## config.mk

```make
export PLATFORM = sky130hd
export DESIGN_NAME = instruction_fetch_queue
export DESIGN_NICKNAME = d
export VERILOG_FILES = /design/src/rtl/instruction_fetch_queue.sv
export SDC_FILE = /design/constraint.sdc
export NUM_CORES = 1
export LEC_CHECK = 0
export ABC_AREA = 0
export CAP_MARGIN = 25
export CORE_MARGIN = 2
export CORE_UTILIZATION = 55
export CTS_BUF_LIST = sky130_fd_sc_hd__clkbuf_16
export CTS_CLUSTER_SIZE = 16
export DETAILED_ROUTE_END_ITERATION = 6
export GPL_ROUTABILITY_DRIVEN = 0
export HOLD_SLACK_MARGIN = 0.08
export PLACE_DENSITY = 0.78
export SYNTH_ARGS = -nofsm -noshare
export SYNTH_HDL_FRONTEND = slang
export SYNTH_SLANG_ARGS = --single-unit
```

## constraint.sdc

```tcl
create_clock -name clock -period 7.4 [get_ports clock]
set_input_delay 1.48 -clock clock [delete_from_list [all_inputs] [get_ports clock]]
set_output_delay 1.48 -clock clock [all_outputs]
set_load 0.1 [all_outputs]
```

## src/rtl/instruction_fetch_queue.sv

```systemverilog
// instruction_fetch_queue: fetch PC, imem requester and instruction FIFO; FETCH_PREDECODE_EN folds unconditional branches
module instruction_fetch_queue #(
  parameter int DEPTH = 4,
  parameter int PC_W = 32,
  parameter logic [PC_W-1:0] RESET_PC = '0
) (
  input  logic            clock,
  input  logic            reset_n,
  output logic            imem_req,
  output logic [PC_W-1:0] imem_addr,
  input  logic            imem_ack,
  input  logic [31:0]     imem_rdata,
  output logic            fetch_valid,
  input  logic            fetch_ready,
  output logic [31:0]     fetch_instr,
  output logic [PC_W-1:0] fetch_pc,
  output logic            fetch_folded,
  input  logic            redirect_valid,
  input  logic [PC_W-1:0] redirect_pc
);
  localparam int AW = $clog2(DEPTH);
  logic [PC_W-1:0] pc_q, pc_d, addr_q, addr_d, next_pc;
  logic [AW-1:0] rd_q, rd_d, wr_q, wr_d;
  logic [AW:0] cnt_q, cnt_d;
  logic drop_q, drop_d, pop, push, acc, fold;
  logic [31:0] instr_q [DEPTH];
  logic [PC_W-1:0] ipc_q [DEPTH];
  logic fold_q [DEPTH];
  assign fetch_valid = cnt_q != '0;
  assign pop = fetch_valid & fetch_ready;
  // a dropped request must stay up until the memory acks it
  assign imem_req = reset_n & (drop_q | pop | (cnt_q != (AW+1)'(DEPTH)));
  assign acc = imem_req & imem_ack;
  assign push = acc & ~drop_q & ~redirect_valid;
  assign imem_addr = addr_q;
  assign fetch_instr = instr_q[rd_q];
  assign fetch_pc = ipc_q[rd_q];
  assign fetch_folded = fold_q[rd_q];
`ifdef FETCH_PREDECODE_EN
  logic [PC_W-1:0] li;
  assign li = {{(PC_W-24){imem_rdata[25]}}, imem_rdata[25:2]};
  assign fold = imem_rdata[31:26] == 6'd18;
  assign next_pc = fold ? (imem_rdata[1] ? li : pc_q + li + PC_W'(1)) : pc_q + PC_W'(1);
`else
  assign fold = 1'b0;
  assign next_pc = pc_q + PC_W'(1);
`endif
  always_comb begin
    pc_d = redirect_valid ? redirect_pc : push ? next_pc : pc_q;
    drop_d = redirect_valid ? imem_req & ~imem_ack : drop_q & ~acc;
    addr_d = drop_d ? addr_q : pc_d;
    rd_d = redirect_valid ? '0 : rd_q + AW'(pop);
    wr_d = redirect_valid ? '0 : wr_q + AW'(push);
    cnt_d = redirect_valid ? '0 : cnt_q + (AW+1)'(push) - (AW+1)'(pop);
  end
  always_ff @(posedge clock or negedge reset_n) begin
    if (!reset_n) begin
      pc_q <= RESET_PC;
      addr_q <= RESET_PC;
      rd_q <= '0;
      wr_q <= '0;
      cnt_q <= '0;
      drop_q <= 1'b0;
    end else begin
      pc_q <= pc_d;
      addr_q <= addr_d;
      rd_q <= rd_d;
      wr_q <= wr_d;
      cnt_q <= cnt_d;
      drop_q <= drop_d;
    end
  end
  always_ff @(posedge clock) begin
    if (push) begin
      instr_q[wr_q] <= imem_rdata;
      ipc_q[wr_q] <= pc_q;
      fold_q[wr_q] <= fold;
    end
  end
endmodule
```

* Word-level counts from Yosys, hierarchy flattened
Memory sizes are Yosys's and may differ from the RTL's.
Cells that the tools add are included.
** Cells by class
- Add/subtract/negate cells :: 5
- Equal/unequal tests :: 1
- Multiplexer cells :: 8
- Bitwise operators :: 13
- Reductions and logical operators :: 1
** Operators with widths (count)
- $mux 32 :: 2
- $add 32x1->32 const B :: 1
- $and 1x1->1 :: 7
- $add 2x1->2 :: 2
- $mux 2 :: 2
- $not 1->1 :: 4
- $add 3x1->3 :: 1
- $mux 1 :: 3
- $mux 3 :: 1
- $ne 3x3->1 const B :: 1
- $reduce_bool 3->1 :: 1
- $sub 3x1->3 :: 1
- $or 1x1->1 :: 2
** Word-level totals
- Bits in registers :: 72
- RAM bits :: 256
- Bits of input ports :: 69
- Output and inout bits :: 99
- Logic and storage cells :: 36
- Memories kept :: 2
** Memories
- instr_q :: depth 4, bits a word 32, rd ports 1, clocked after memory_dff 0, wr ports 1, line 26 : logic [31:0] instr_q [DEPTH];
- ipc_q :: depth 4, bits a word 32, rd ports 1, clocked after memory_dff 0, wr ports 1, line 27 : logic [PC_W-1:0] ipc_q [DEPTH];

* Longest topological paths before layout
- Depth after elaboration :: 11
- Gate-level depth with buffers :: 11

* Least setup slack after synthesis
OpenSTA, ideal clock, no wires.
- Path kind :: input to register
- From :: input port redirect_valid
- To :: memory instr_q[0][0], enable pin
- Library setup time :: 0.565 ns
- Arrival time :: 6.473 ns
- Required time :: 6.835 ns
- Path slack :: 0.362 ns
- Cell stages on the path :: 5
- Cell sequence :: clkbuf_1 clkbuf_8 nor2_1 inv_1 nor3_1
** Between the ends
- Longest elaborated chain between the ends :: 4
** Ends and longest elaborated chain
- from (decl) :: line 18 : input logic redirect_valid,
- $not 1->1 :: line 34 : assign push = acc & ~drop_q & ~redirect_valid;
- $and 1x1->1 :: line 34
- $mux 1 :: line 74 : if (push) begin
- $mux 1
- to (decl) :: line 26
Every way passes these cells.

* Worst setup path in the final report
- From :: input port fetch_ready
- To :: output port imem_req
** Between the ends
- Longest elaborated chain between the ends :: 4
** Ends and longest elaborated chain
- from (decl) :: line 14 : input logic fetch_ready,
- $and 1x1->1 :: line 30 : assign pop = fetch_valid & fetch_ready;
- $or 1x1->1 (2 in a row) :: line 32 : assign imem_req = reset_n & (drop_q | pop | (cnt_q != (AW+1)'(DEPTH)));
- $and 1x1->1 :: line 32
- to (decl) :: line 9 : output logic imem_req,
Every way passes these cells.

==> run_results.csv <==
group,metric,value,unit
detailed_routing,drt-total-wl,25.6,mm
sta,worstMarginPinSlew,1.07,ns
placement,io_buffers,166,
sta,setup_tns,0,ns
worst_hold_path,min_from,"imem_addr[11]$_DFFE_PN0N_",
detailed_routing,antenna_left,0,
power,swShare,39.1,%
critical_path,cp-start-kind,"input port",
clocking,cts_tree,"built",
die,dieWidth,157,µm
sta,max_freq,189,MHz
power,comb_power_share,35.7,%
die,initial_core_util,56.4,%
die,core_area,22800,µm²
clocking,cts_resized,0,
detailed_routing,drt-initial-drc-count,591,
synthesis,synth_xor_area_share,2.25,%
clocking,postCtsSetupRepairBufs,0,
synthesis,synth_compound_area_share,2.04,%
worst_hold_path,whs_path_depth,2,
synthesis,synth.area.top_cells,"edfxtp_1 60%, dfrtp_1 14%, mux4_2 11%",
grt,grt_pass1_wl,40.0,mm
synthesis,netlist_area,12800,µm²
power,peakVddDrop,0.267,mV
detailed_routing,viasPerCell,5.71,
placement,dp_hpwl,16.1,mm
clocking,root_buffer,"clkbuf_16",
final_layout,diodes,0,
critical_path,crit_required,5.92,ns
run_status,outcome,"complete, no violations",
synthesis,synthAdderAreaFrac,0.643,%
final_layout,drive_gt1_share,19.3,%
synthesis,synth-seq-cells,328,
synthesis,muxShareOfSynthArea,13.3,%
grt,grt-ovfl-total,0,
critical_path,r2r_setup_slack,4.46,ns
sta,fin_crit,5.30,ns
synthesis,synth_cell_types,49,
worst_hold_path,holdCritPathClass,"flip-flop to flip-flop",
power,leakagePower,5.41,nW
sta,period_share,71.6,%
clocking,cts_made_buffers,31,
die,pin_count,168,
grt,grt_pass1_vias,7226,
sta,rsz0062_at_grt,"no",
detailed_routing,via_count,6854,
detailed_routing,first_pass_iters,5,
sta,slew_violations,0,
grt,antenna_found_initial,0,
clocking,holdBufCountCts,0,
power,seq_power_share,37.1,%
clocking,clk_pin_slew,0.06,ns
clocking,clock_path_buffers,3,
synthesis,synth_top_family_by_area,"multiplexers",
critical_path,cpMaxStageDelayCell,"clkdlybuf4s50_1",
sta,timing.hold.ws,0.516,ns
critical_path,r2r-start,"cnt_q[2]$_DFF_PN0_",
power,internal_power,3.66,mW
power,power.total,6.02,mW
critical_path,path_buf_inv,2,
placement,dp_cells,1144,
critical_path,rr_worst_depth,6,
clocking,htreeDepth,1,
grt,track_usage,21.2,%
critical_path,r2r-end,"ipc_q[2][14]$_DFFE_PP_",
critical_path,cp.arrival,3.82,ns
detailed_routing,wl_per_cell,21.3,µm
die,die_area,24600,µm²
final_layout,stdcell_count,1201,
die,rows,55,
synthesis,synth_top_area_share,59.8,%
critical_path,slowest_delay,0.97,ns
synthesis,synthMostInstantiatedCell,"edfxtp_1",
die,die_y,157,µm
synthesis,ys.flop_type,"edfxtp_1",
synthesis,async_reset_ff_share,22.0,%
critical_path,criticalPathCategory,"input port to primary output",
synthesis,ys.warnings.count,0,
critical_path,cp_common_cell,"clkdlybuf4s50_1",
critical_path,path_max_fanout,5,
power,p_clk_share,27.2,%
sta,slew_headroom,28.7,%
synthesis,syn_area_per_cell,18.7,µm²
synthesis,syn_nets,761,
synthesis,netlist_instances,686,
synthesis,ys_top_cells_by_count,"256 x edfxtp_1, 72 x dfrtp_1, 64 x mux4_2, 42 x nor2_1, 37 x nand2_1",
synthesis,yosys.area_share.simple,6.35,%
sta,clock-skew-final,0.0124,ns
synthesis,synth_area_leader_cell,"edfxtp_1",
clocking,clkSinkCount,328,
worst_hold_path,hold-path-endpoint,"imem_addr[11]$_DFFE_PN0N_",
sta,hold_viol,0,
final_layout,nets,939,
power,power_density,378,nW/µm²
synthesis,synth-edff-count,256,
grt,grt_start_max_net_pins,78,
clocking,clock_latency,0.55,ns
final_layout,syn2layout_area_growth,23.8,%
detailed_routing,drcViolationCount,0,
sta,final-setup-viol-count,0,
critical_path,worst_setup_path_end_kind,"primary output",
synthesis,ys_seq_area_share,73.9,%
job,cap_viol_max_count,0,
power,power_switching,2.36,mW
critical_path,crit_chain,"clkdlybuf4s50_1 -> or4b_4 -> nand2b_1 -> and2_1 -> clkdlybuf4s50_1",
critical_path,crit_family,"buffers and inverters",
==> final cells by class <==
class	instances	area, µm²
Tap cell	313	392
Sequential cell	328	9490
Inverter	8	30.0
Timing Repair Buffer	176	1730
Clock buffer	31	776
Fill cell	1423	6870
Multi-Input combinational cell	319	3190
Clock inverter	26	292
==> cells by family (layout without fill, tap and decap cells) <==
logic type | after synthesis | after routing
simple gates | 156 | 156
compound gates | 35 | 35
xor+xnor | 33 | 33
buf+inv | 39 | 241
flops | 328 | 328
fa+ha+maj | 6 | 6
other cells | 1 | 1
mux | 88 | 88
==> worst max-delay path by stage <==
stage / start / end / slack (ns) / cells after the start
finish: fetch_ready / imem_req / 2.10 / 5
global route: rd_q[0]$_DFF_PN0_ / fetch_pc[13] / 1.96 / 3
CTS: fetch_ready / imem_req / 2.08 / 5
detailed placement: fetch_ready / imem_req / 2.09 / 5
global placement: fetch_ready / imem_req / 2.09 / 5
floorplan: redirect_valid / instr_q[0][0]$_DFFE_PP_ / 0.36 / 5
==> worst reg2reg max path, cell delays in order (launching register included) <==
cell and delay, ns:
dfrtp_1 0.40, or4b_4 0.23, nand3_1 0.12, nor2_1 0.29
nand2_1 0.15, nor2_4 0.76, buf_4 0.61
==> layout by cell type (no fill, tap or decap), types with 7 or more instances in the layout <==
| cell | instances |
|---|---|
| edfxtp_1 | 256 |
| clkinv_2 | 7 |
| mux4_2 | 64 |
| xor2_1 | 12 |
| o21ai_0 | 7 |
| nor3_1 | 7 |
| mux2_2 | 23 |
| and3_1 | 14 |
| xnor2_1 | 21 |
| clkdlybuf4s50_1 | 165 |
| buf_4 | 11 |
| nand4_1 | 9 |
| a221o_1 | 11 |
| o31ai_1 | 9 |
| nand3_1 | 14 |
| dfrtp_1 | 70 |
| nand2_1 | 37 |
| clkbuf_16 | 31 |
| nor2_1 | 40 |
| inv_1 | 10 |
==> state kept, by name (all words and copies together) (netlist names) <==
name,flops
wr_q,2
ipc_q,128
instr_q,128
pc_q,32
cnt_q,3
imem_addr,32
rd_q,2
drop_q,1
==> power groups by stage <==
stage          Sequential (mW)  Clock (mW)  Combinational (mW)
5_1_grt                   2.26        1.75                2.21
3_5_place_dp              2.28           0                2.15
4_1_cts                   2.24        1.67                2.16
2_1_floorplan             2.47           0                1.47
6_report                  2.24        1.64                2.15
3_3_place_gp              2.27           0                2.14
==> metal layers <==
metal  global-route usage (%)  part of all wire [%]  vias up
met4                     6.07                   2.3        0
met5                        0                     0        -
met3                     3.66                   6.5       41
met1                     29.7                    42     3489
li1                         -                     -     3059
met2                     34.9                    49      265
==> per-stage QoR <==
step | utilization [%] | setup slack (ns) | cell area [µm²]
final | 69.8 | 2.10 | 15900
after global routing | 69.8 | 1.96 | 15900
after CTS | 69.8 | 2.08 | 15900
after detailed placement | 65.1 | 2.09 | 14800
after global placement | 65.1 | 2.09 | 14800
after floorplan | - | 0.362 | 12800
(Power assumes the default switching activity.)
==> RTL change, RTL diff (same settings) <==
The parameter `DEPTH` goes from 4 to 8.
--- a/src/rtl/instruction_fetch_queue.sv
+++ b/src/rtl/instruction_fetch_queue.sv
@@ -2,3 +2,3 @@
 module instruction_fetch_queue #(
-  parameter int DEPTH = 4,
+  parameter int DEPTH = 8,
   parameter int PC_W = 32,
Formal check against the unedited RTL: not equivalent (a bounded check fails within 10 cycles, from zero or initial values and one cycle with reset_n low).
==> RTL change against the unedited design <==
  * Design area is 71% higher
  * Sequential cell count is 259 higher
  * Fmax is 2.5% lower
  * Area after synthesis is 79% higher
  * Routed wire length is 79% higher
  * Total power is 60% higher
  * Utilization is 3.6 points lower
  * Worst setup slack worse by 0.14 ns
  * Global-route usage is 0.48 points higher
  * Critical path type is now flop to primary output
  * Critical endpoint is now fetch_pc[0]
  * Largest cell class unchanged
  * Largest power group unchanged
==> RTL change: results (changes against the unedited design) <==
| Metric | Value |
|---|---|
| Status | `complete, no violations (unchanged)` |
| Clk_lat worst skew | `0.60 ns (was 0.55 ns)` |
| Top cells by area, synth | `edfxtp_1, mux4_2, dfrtp_1, mux2_2, xnor2_1 (was edfxtp_1, dfrtp_1, mux4_2, mux2_2, xnor2_1)` |
| LEAKAGE | `0.00893 uW (was 0.00541 uW)` |
| WL final | `45,900 um (was 25,600 um)` |
| Setup slack after layout | `1.96 ns (was 2.10 ns)` |
| Min-Delay Startpoint | `imem_addr[0] (was imem_addr[11])` |
| Peak supply drop | `0.000296 V (was 0.000267 V)` |
| Worst Hold End | `imem_addr[0] (was imem_addr[11])` |
| Drt pass-1 iters | `7 (was 5)` |
| Worst R2R End | `instr_q[1][22] (was ipc_q[2][14])` |
| Total GRT Usage | `0.217 (was 0.212)` |
| Crit-path max FO | `65 (was 5)` |
| WL per Instance | `24.4 um (was 21.3 um)` |
| CP peak stage delay | `1.06 ns (was 0.97 ns)` |
| Via count of the first global-routing pass | `11,900 (was 7,226)` |
| Fin Hold WS | `0.497 ns (was 0.516 ns)` |
| Via density | `5.97 (was 5.71)` |
| CP startpoint | `rd_q[1] (was fetch_ready)` |
| Worst Tran Pin Value | `1.09 ns (was 1.07 ns)` |
| Iter 0 DRT Violations | `1,005 (was 591)` |
| Sequential share of the synthesized area | `0.749 (was 0.739)` |
| Post-synth EDFFs | `512 (was 256)` |
| Mean Syn Cell Area | `20.7 um2 (was 18.7 um2)` |
| CP Capture Point | `fetch_pc[0] (was imem_req)` |
| Placed cell count | `1,780 (was 1,144)` |
| CTS HTree Levels | `2 (was 1)` |
| Layout Nets | `1,389 (was 939)` |
| Synth async-reset ratio | `0.128 (was 0.220)` |
| Layout fillers | `2,714 (was 1,423)` |
| Num CTS Buffers | `56 (was 31)` |
| Clock skew | `0.0192 ns (was 0.0124 ns)` |
[RTL change: cell count changes in the layout (fill, tap and decap cells not counted), sizes merged, moves of 5 or more]
cell,unedited run,this run
edfxtp,256,512
mux2,23,88
mux4,64,128
clkbuf,31,57
inv,11,34
buf,11,27
clkinv,13,23
a21oi,5,11
ha,5,11
nor2,44,38
o31ai,9,3
nand2,37,32
[RTL change: final cells by class]
cell class                      count  area, um2  area share
Clock buffer                       57       1430      0.0524
Clock inverter                     47        283      0.0104
Inverter                           16       60.1     0.00221
Multi-Input combinational cell    456       5580       0.205
Sequential cell                   587      17300       0.634
Tap cell                          532        666      0.0245
Timing Repair Buffer              191       1940      0.0711
[RTL change: where the power goes]
group / switching (uW) / leakage, uW / total [uW] / internal (uW)
clock: 1160 / 0.000901 / 2650 / 1490
sequential: 173 / 0.00550 / 3910 / 3740
combinational: 2070 / 0.00254 / 3100 / 1030
[RTL change: worst reg2reg max path: cells and delay by family (launching register included)]
kind / cells / cell delay [ns]
buffers and inverters: 3 / 1.16
DFF: 1 / 0.33
adders and majority gates: 1 / 0.23
AOI/OAI and AO/OA: 1 / 0.69
and+or+nand+nor: 3 / 0.96
[RTL change: routing by layer]
layer / vias to the layer above / global-route usage / routed length [um]
li1: 4898 / - / -
met4: 0 / 0.0564 / 765
met5: - / 0 / 0
met1: 5871 / 0.313 / 19500
met3: 57 / 0.0359 / 3210
met2: 436 / 0.352 / 22400
[RTL change: logic make-up (layout without fill, tap and decap cells)]
kind of cell,Yosys count,after routing,share of synthesized area
buf+inv,69,311,0.0127
simple gates,148,148,0.0348
mux,218,218,0.169
flops,587,587,0.749
other cells,1,1,0.000163
fa+ha+maj,12,12,0.00684
xor+xnor,34,34,0.0129
compound gates,43,43,0.0143
